### src/rtl/core_pkg.sv
`default_nettype none
// ==========================================================================
// core_pkg -- shared arbiter state encoding, grant-side enum and defaults.
// Rev 1.0
// ==========================================================================
package core_pkg;

  localparam int TIMEOUT_CYCLES_DEFAULT = 255;

  typedef enum logic [1:0] {
    ST_IDLE    = 2'd0,
    ST_SERVE_I = 2'd1,
    ST_SERVE_D = 2'd2
  } arb_state_e;

  typedef enum logic {
    GRANT_I = 1'b0,
    GRANT_D = 1'b1
  } grant_side_e;

endpackage
`default_nettype wire

### src/rtl/mem_arbiter.sv
`default_nettype none
// ==========================================================================
// mem_arbiter -- round-robin instruction/data arbiter onto one memory port.
// Rev 1.0
// ==========================================================================
module mem_arbiter
  import core_pkg::*;
#(
  parameter int TIMEOUT_CYCLES = TIMEOUT_CYCLES_DEFAULT
) (
  input  logic        clk,
  input  logic        reset,
  input  logic        i_read_request,
  input  logic [31:0] i_addr,
  output logic        i_read_response,
  output logic [31:0] i_read_data,
  input  logic        d_read_request,
  input  logic        d_write_request,
  input  logic [31:0] d_addr,
  input  logic [31:0] d_write_data,
  input  logic [3:0]  d_write_strobe,
  output logic        d_response,
  output logic [31:0] d_read_data,
  output logic        mem_read_request,
  output logic        mem_write_request,
  output logic [31:0] mem_addr,
  output logic [31:0] mem_write_data,
  output logic [3:0]  mem_write_strobe,
  input  logic        mem_response,
  input  logic [31:0] mem_read_data,
  output logic        bus_error
);

  // Counter only ever reaches TIMEOUT_CYCLES-1 before the access ends.
  localparam int C_CNT_W = (TIMEOUT_CYCLES < 2) ? 1 : $clog2(TIMEOUT_CYCLES);
  localparam logic [C_CNT_W-1:0] C_CNT_LAST = C_CNT_W'(TIMEOUT_CYCLES - 1);

  arb_state_e         r_state;
  arb_state_e         w_state_next;
  grant_side_e        r_last_grant;
  logic [C_CNT_W-1:0] r_count;

  logic w_serving;
  logic w_timeout;
  logic w_done;
  logic w_i_pending;
  logic w_d_pending;
  logic w_pick_d;
  logic w_grant;

  assign w_serving   = (r_state != ST_IDLE);
  assign w_timeout   = w_serving && !mem_response && (r_count == C_CNT_LAST);
  assign w_done      = w_serving && (mem_response || w_timeout);
  assign w_i_pending = i_read_request;
  assign w_d_pending = d_read_request || d_write_request;
  assign w_pick_d    = w_d_pending && (!w_i_pending || (r_last_grant == GRANT_I));
  assign w_grant     = (r_state == ST_IDLE) && (w_i_pending || w_d_pending);

  always_ff @(posedge clk) begin
    if (reset) begin
      r_state <= ST_IDLE;
    end else begin
      r_state <= w_state_next;
    end
  end

  always_comb begin
    w_state_next    = r_state;
    i_read_response = 1'b0;
    i_read_data     = 32'd0;
    d_response      = 1'b0;
    d_read_data     = 32'd0;
    bus_error       = 1'b0;

    case (r_state)
      ST_IDLE: begin
        if (w_grant) begin
          w_state_next = w_pick_d ? ST_SERVE_D : ST_SERVE_I;
        end
      end
      ST_SERVE_I, ST_SERVE_D: begin
        if (w_done) begin
          w_state_next = ST_IDLE;
        end
      end
      default: w_state_next = ST_IDLE;
    endcase

    // Responses are suppressed while reset is held so an abandoned access stays silent.
    if (!reset && w_done) begin
      bus_error = w_timeout;
      if (r_state == ST_SERVE_I) begin
        i_read_response = 1'b1;
        i_read_data     = w_timeout ? 32'd0 : mem_read_data;
      end else begin
        d_response  = 1'b1;
        d_read_data = (w_timeout || mem_write_request) ? 32'd0 : mem_read_data;
      end
    end
  end

  always_ff @(posedge clk) begin
    if (reset) begin
      r_last_grant      <= GRANT_D;
      r_count           <= '0;
      mem_read_request  <= 1'b0;
      mem_write_request <= 1'b0;
      mem_addr          <= 32'd0;
      mem_write_data    <= 32'd0;
      mem_write_strobe  <= 4'd0;
    end else if (w_grant) begin
      r_count      <= '0;
      r_last_grant <= w_pick_d ? GRANT_D : GRANT_I;
      if (w_pick_d) begin
        mem_addr          <= d_addr;
        mem_write_data    <= d_write_data;
        mem_write_strobe  <= d_write_request ? d_write_strobe : 4'd0;
        mem_write_request <= d_write_request;
        mem_read_request  <= !d_write_request;
      end else begin
        mem_addr          <= i_addr;
        mem_write_data    <= 32'd0;
        mem_write_strobe  <= 4'd0;
        mem_write_request <= 1'b0;
        mem_read_request  <= 1'b1;
      end
    end else if (w_done) begin
      mem_read_request  <= 1'b0;
      mem_write_request <= 1'b0;
      mem_write_strobe  <= 4'd0;
    end else if (w_serving) begin
      r_count <= r_count + C_CNT_W'(1);
    end
  end

endmodule
`default_nettype wire

### config.mk
export PLATFORM = sky130hd
export DESIGN_NAME = mem_arbiter
export DESIGN_NICKNAME = d
export VERILOG_FILES = /design/src/rtl/core_pkg.sv /design/src/rtl/mem_arbiter.sv
export SDC_FILE = /design/constraint.sdc
export NUM_CORES = 1
export LEC_CHECK = 0
export BUFFER_PORTS_ARGS = -buffer_cell sky130_fd_sc_hd__buf_2
export CAP_MARGIN = 10
export CORE_AREA = 3 3 104 106
export CTS_BUF_LIST = sky130_fd_sc_hd__clkbuf_16
export CTS_CLUSTER_SIZE = 28
export DETAILED_ROUTE_END_ITERATION = 10
export DIE_AREA = 0 0 107 109
export MAX_ROUTING_LAYER = met4
export PLACE_DENSITY = 0.85
export SYNTH_ARGS = -nofsm -noshare
export SYNTH_HDL_FRONTEND = slang
export SYNTH_SLANG_ARGS = --single-unit
### constraint.sdc
create_clock -name clk -period 2.65 [get_ports clk]
set_input_delay 0 -clock clk [delete_from_list [all_inputs] [get_ports clk]]
set_output_delay 0 -clock clk [all_outputs]
set_load 0.005 [all_outputs]
==> flow_results.org <==
** Run status
- Status :: finished clean

** Final layout
- Counting the fill cells in the layout gives 780.
- Relative to the synthesized area, the layout overhead comes to 73.9%.
- Count of nets after finishing :: 938
- Share of layout cells above drive strength 1 :: 0.385
- Post-layout utilization of the core :: 0.666

** STA
- Hold Worst Slack :: 0.0130 ns
- Part of the cycle the worst path needs :: 0.934
- RSZ-0062 raised after global routing :: false
- Final Setup Violations :: 0
- Worst Max-Slew Pin Slew :: 0.843 ns
- The final-report hold violation count was 0.
- Clock skew on the completed layout was measured at 0.00634 ns.
- Headroom to the max-slew limit came out at 0.435.
- Setup_tns :: 0 ns
- The worst path in the final design needs a cycle of 2.48 ns, including I/O delays and setup.
- The final max-slew violation count was 0.
- For this run, the top clock speed supported by timing is 0.404 GHz.

** Critical path
- Cells along the critical path :: inv_1 -> ha_1 -> o31a_1 -> buf_4 -> o21ai_0 -> a21oi_1 -> dlygate4sd3_1
- Data on the critical path is required at its endpoint by 2.92 ns.
- Critical Path End Type :: register
- CP Data Arrival Time :: 2.74 ns
- Worst path top cell family by delay :: buffers and inverters
- The setup check on the worst reg-to-reg path leaves a slack of 0.17 ns.
- Startpoint-to-endpoint class of the critical path :: reg -> reg
- In this design, the stage delay of the slowest critical-path cell is 0.57 ns.
- STA classifies the critical path startpoint as a register.
- Top fanout value on the critical path :: 41
- Critical path buffer and inverter count :: 3
- Slowest cell on the critical path :: dlygate4sd3_1

** Clock network
- Clock-pin transition on the worst setup and hold timing paths :: 0.06 ns
- Clock tree from TritonCTS :: yes
- The cell sitting at the root of the clock tree is a clkbuf_16.
- Clk sinks :: 81
- Insertion delay to the later sink of the worst-skew pair :: 0.33 ns
- In this run the deepest clock path goes through 2 buffers.
- In this run, CTS created clock tree buffers numbering 9.
- H-Tree Depth :: 3

** Synthesis
- Multiplexer area fraction after synthesis :: 0.0166
- The synthesized netlist contains 44 unique library cells.
- Synthesized netlist cell count :: 442
- By area, the combinational part of the netlist is dominated by compound AO/OA/AOI/OAI gates.
- The Yosys step of the flow raised 0 warnings.
- Of the total synthesized cell area, the portion taken by full adders, half adders and majority gates is 0.0133.
- The share of synthesized area in the top cell type comes to 0.430.
- Post-synthesis compound-gate area fraction :: 0.275
- Yosys attributes the largest share of cell area to dfxtp_1, and2_1, a21oi_1.
- Cell type with the largest total area after synthesis :: dfxtp_1
- Register bit total from synthesis :: 81
- Post-Syn Nets :: 584
- The mapped netlist covers 3770 um^2.
- In the synthesized netlist the async set-or-reset flop fraction comes to 0.
- Parity-gate share of the synthesized area counting xor and xnor cells :: 0
- For this run, the leading register cell type out of synthesis is dfxtp_1.
- Dividing the synthesized area by the synthesized cell count gives 8.54 um^2.
- Synthesized-area fraction occupied by and/or/nand/nor cells :: 0.213
- Number of flops mapped to enable cells by yosys :: 0
- Portion of the post-synthesis area used by sequential elements :: 0.430

** Power and ir drop
- Power consumption :: 0.00493 W
- Power Density :: 751 nW/um^2
- In this run the static leakage power is 3.33 nW.
- Peak ir drop on the vdd network :: 0.000540 V

** GRT
- The total overflow left after global routing is 0.
- Across every metal layer, demand over resource in global routing totals 0.257.
- The number of antenna violations at the first check in global routing is 2.
- Largest net degree at the start of global routing :: 42
- Wire length of the first global-routing pass :: 23,300 um
- Number of global-route vias before repair :: 4,687

** Routing
- Antenna Violating Nets Remaining :: 0
- For this block, the initial DRC count from the detailed router was 485.
- Iteration count of the initial detailed-routing pass :: 5
- In the routed design, unresolved DRC markers number 0.
- For this block, the via count after detailed routing is 4,831.
- After detailed routing, the total wire length is 15,300 um.
- Post-detailed-route wirelength per cell :: 16.4 um
- Using the TritonRoute via totals, the vias-per-cell ratio works out to 5.16.

** Placement
- Final Wtd Congestion :: 0.791
- Port Buffer Count :: 274
- DP Wirelength :: 9960 um

** Worst hold path
- The min-delay analysis places its worst path in the category in -> reg.

** Floorplan
- The die is 107 um wide.
- 275 I/O pins were placed.
- The die covers 11,700 um^2.
- Initial cell density of the core :: 0.383
- Area of the core region :: 9860 um^2
- From bottom edge to top edge, the die measures 109 um.
- Number of placement rows :: 36

** Flow run
- Max-cap violations in this run came to 0.
## per-layer routing
metal,GRT usage,share of wire
met1,0.276,0.37
met2,0.456,0.52
met3,0.0527,0.077
met4,0.121,0.039
met5,-,0
## kinds of logic (layout without fill, tap and decap cells)
group	Yosys count	in the layout
AO/OA/AOI/OAI	164	164
AND/OR/NAND/NOR	140	140
flip-flops	81	81
buffers and inverters	47	406
multiplexers	6	6
adder cells (fa/ha/maj)	4	4
other	0	2
## cells in the mapped netlist, types with 3 or more instances
master	n
a22o_1	32
o2111ai_1	5
and3_1	3
nand2_1	37
nand3_1	5
ha_1	4
buf_2	15
dfxtp_1	81
a21oi_1	71
and2_1	65
a32oi_1	4
mux2i_1	4
inv_1	10
nor2_1	5
or3_1	4
a211oi_1	3
o21ai_0	36
clkbuf_1	22
nor3_1	5
## path summary, 6_finish.rpt
path / start / endpoint / cells past startpoint
hold reg to reg: mem_write_data[15] / mem_write_data[15] / 1
setup / recovery: r_state[1] / mem_addr[10] / 7
hold / removal: d_write_strobe[2] / mem_write_strobe[2] / 3
setup reg to reg: r_state[1] / mem_addr[10] / 7
## stage by stage
step	instance area (um^2)	std cells	worst slack, ns
global placement	5260	821	0.797
CTS	6560	934	0.294
floorplan	3770	442	0.907
detailed placement	5260	821	0.704
finish	6570	936	0.175
global route	6570	936	0.0181
## power breakdown
group | switching (W) | leakage [nW] | internal (W)
Combinational | 0.000985 | 2.51 | 0.000928
Sequential | 0.000155 | 0.667 | 0.00151
Clock | 0.000520 | 0.160 | 0.000835
## layout by cell type (no fill, tap or decap), types with 8 or more instances in the layout
master         count
clkbuf_16          9
inv_1             10
and2_1            65
a21oi_1           71
dlygate4sd3_1     97
nand2_1           37
dfxtp_1           81
buf_4              8
a22o_1            32
o21ai_0           36
buf_2            274
## worst register-to-register path, delay by kind of cell, from the launching register on
family                     cells  cell delay [ns]
AOI/OAI and AO/OA              3             0.64
DFF                            1             0.31
buffers and inverters          3             1.01
adders and majority gates      1             0.46
## flip-flops by register name, summed over array words and instances (netlist names)
name               flops
r_count                8
mem_write_request      1
mem_read_request       1
mem_write_strobe       4
r_last_grant           1
mem_write_data        32
r_state                2
mem_addr              32
## cell type report
| class | count | area, um^2 | share of cell area |
|---|---|---|---|
| timing repair buffer | 380 | 2420 | 0.369 |
| multi-input combinational | 314 | 1990 | 0.302 |
| sequential | 81 | 1620 | 0.247 |
| clock buffer | 9 | 225 | 0.0343 |
| tap | 133 | 166 | 0.0253 |
| clock inverter | 7 | 101 | 0.0154 |
| inverter | 10 | 37.5 | 0.00572 |
| antenna | 2 | 5.00 | 0.000762 |
## what timing repair did
action	4_1_cts	5_1_grt
endpoints found under the hold margin	65	0
hold buffers	97	0
gates resized for setup	0	0
setup buffers	0	0
(Power assumes the default switching activity.)
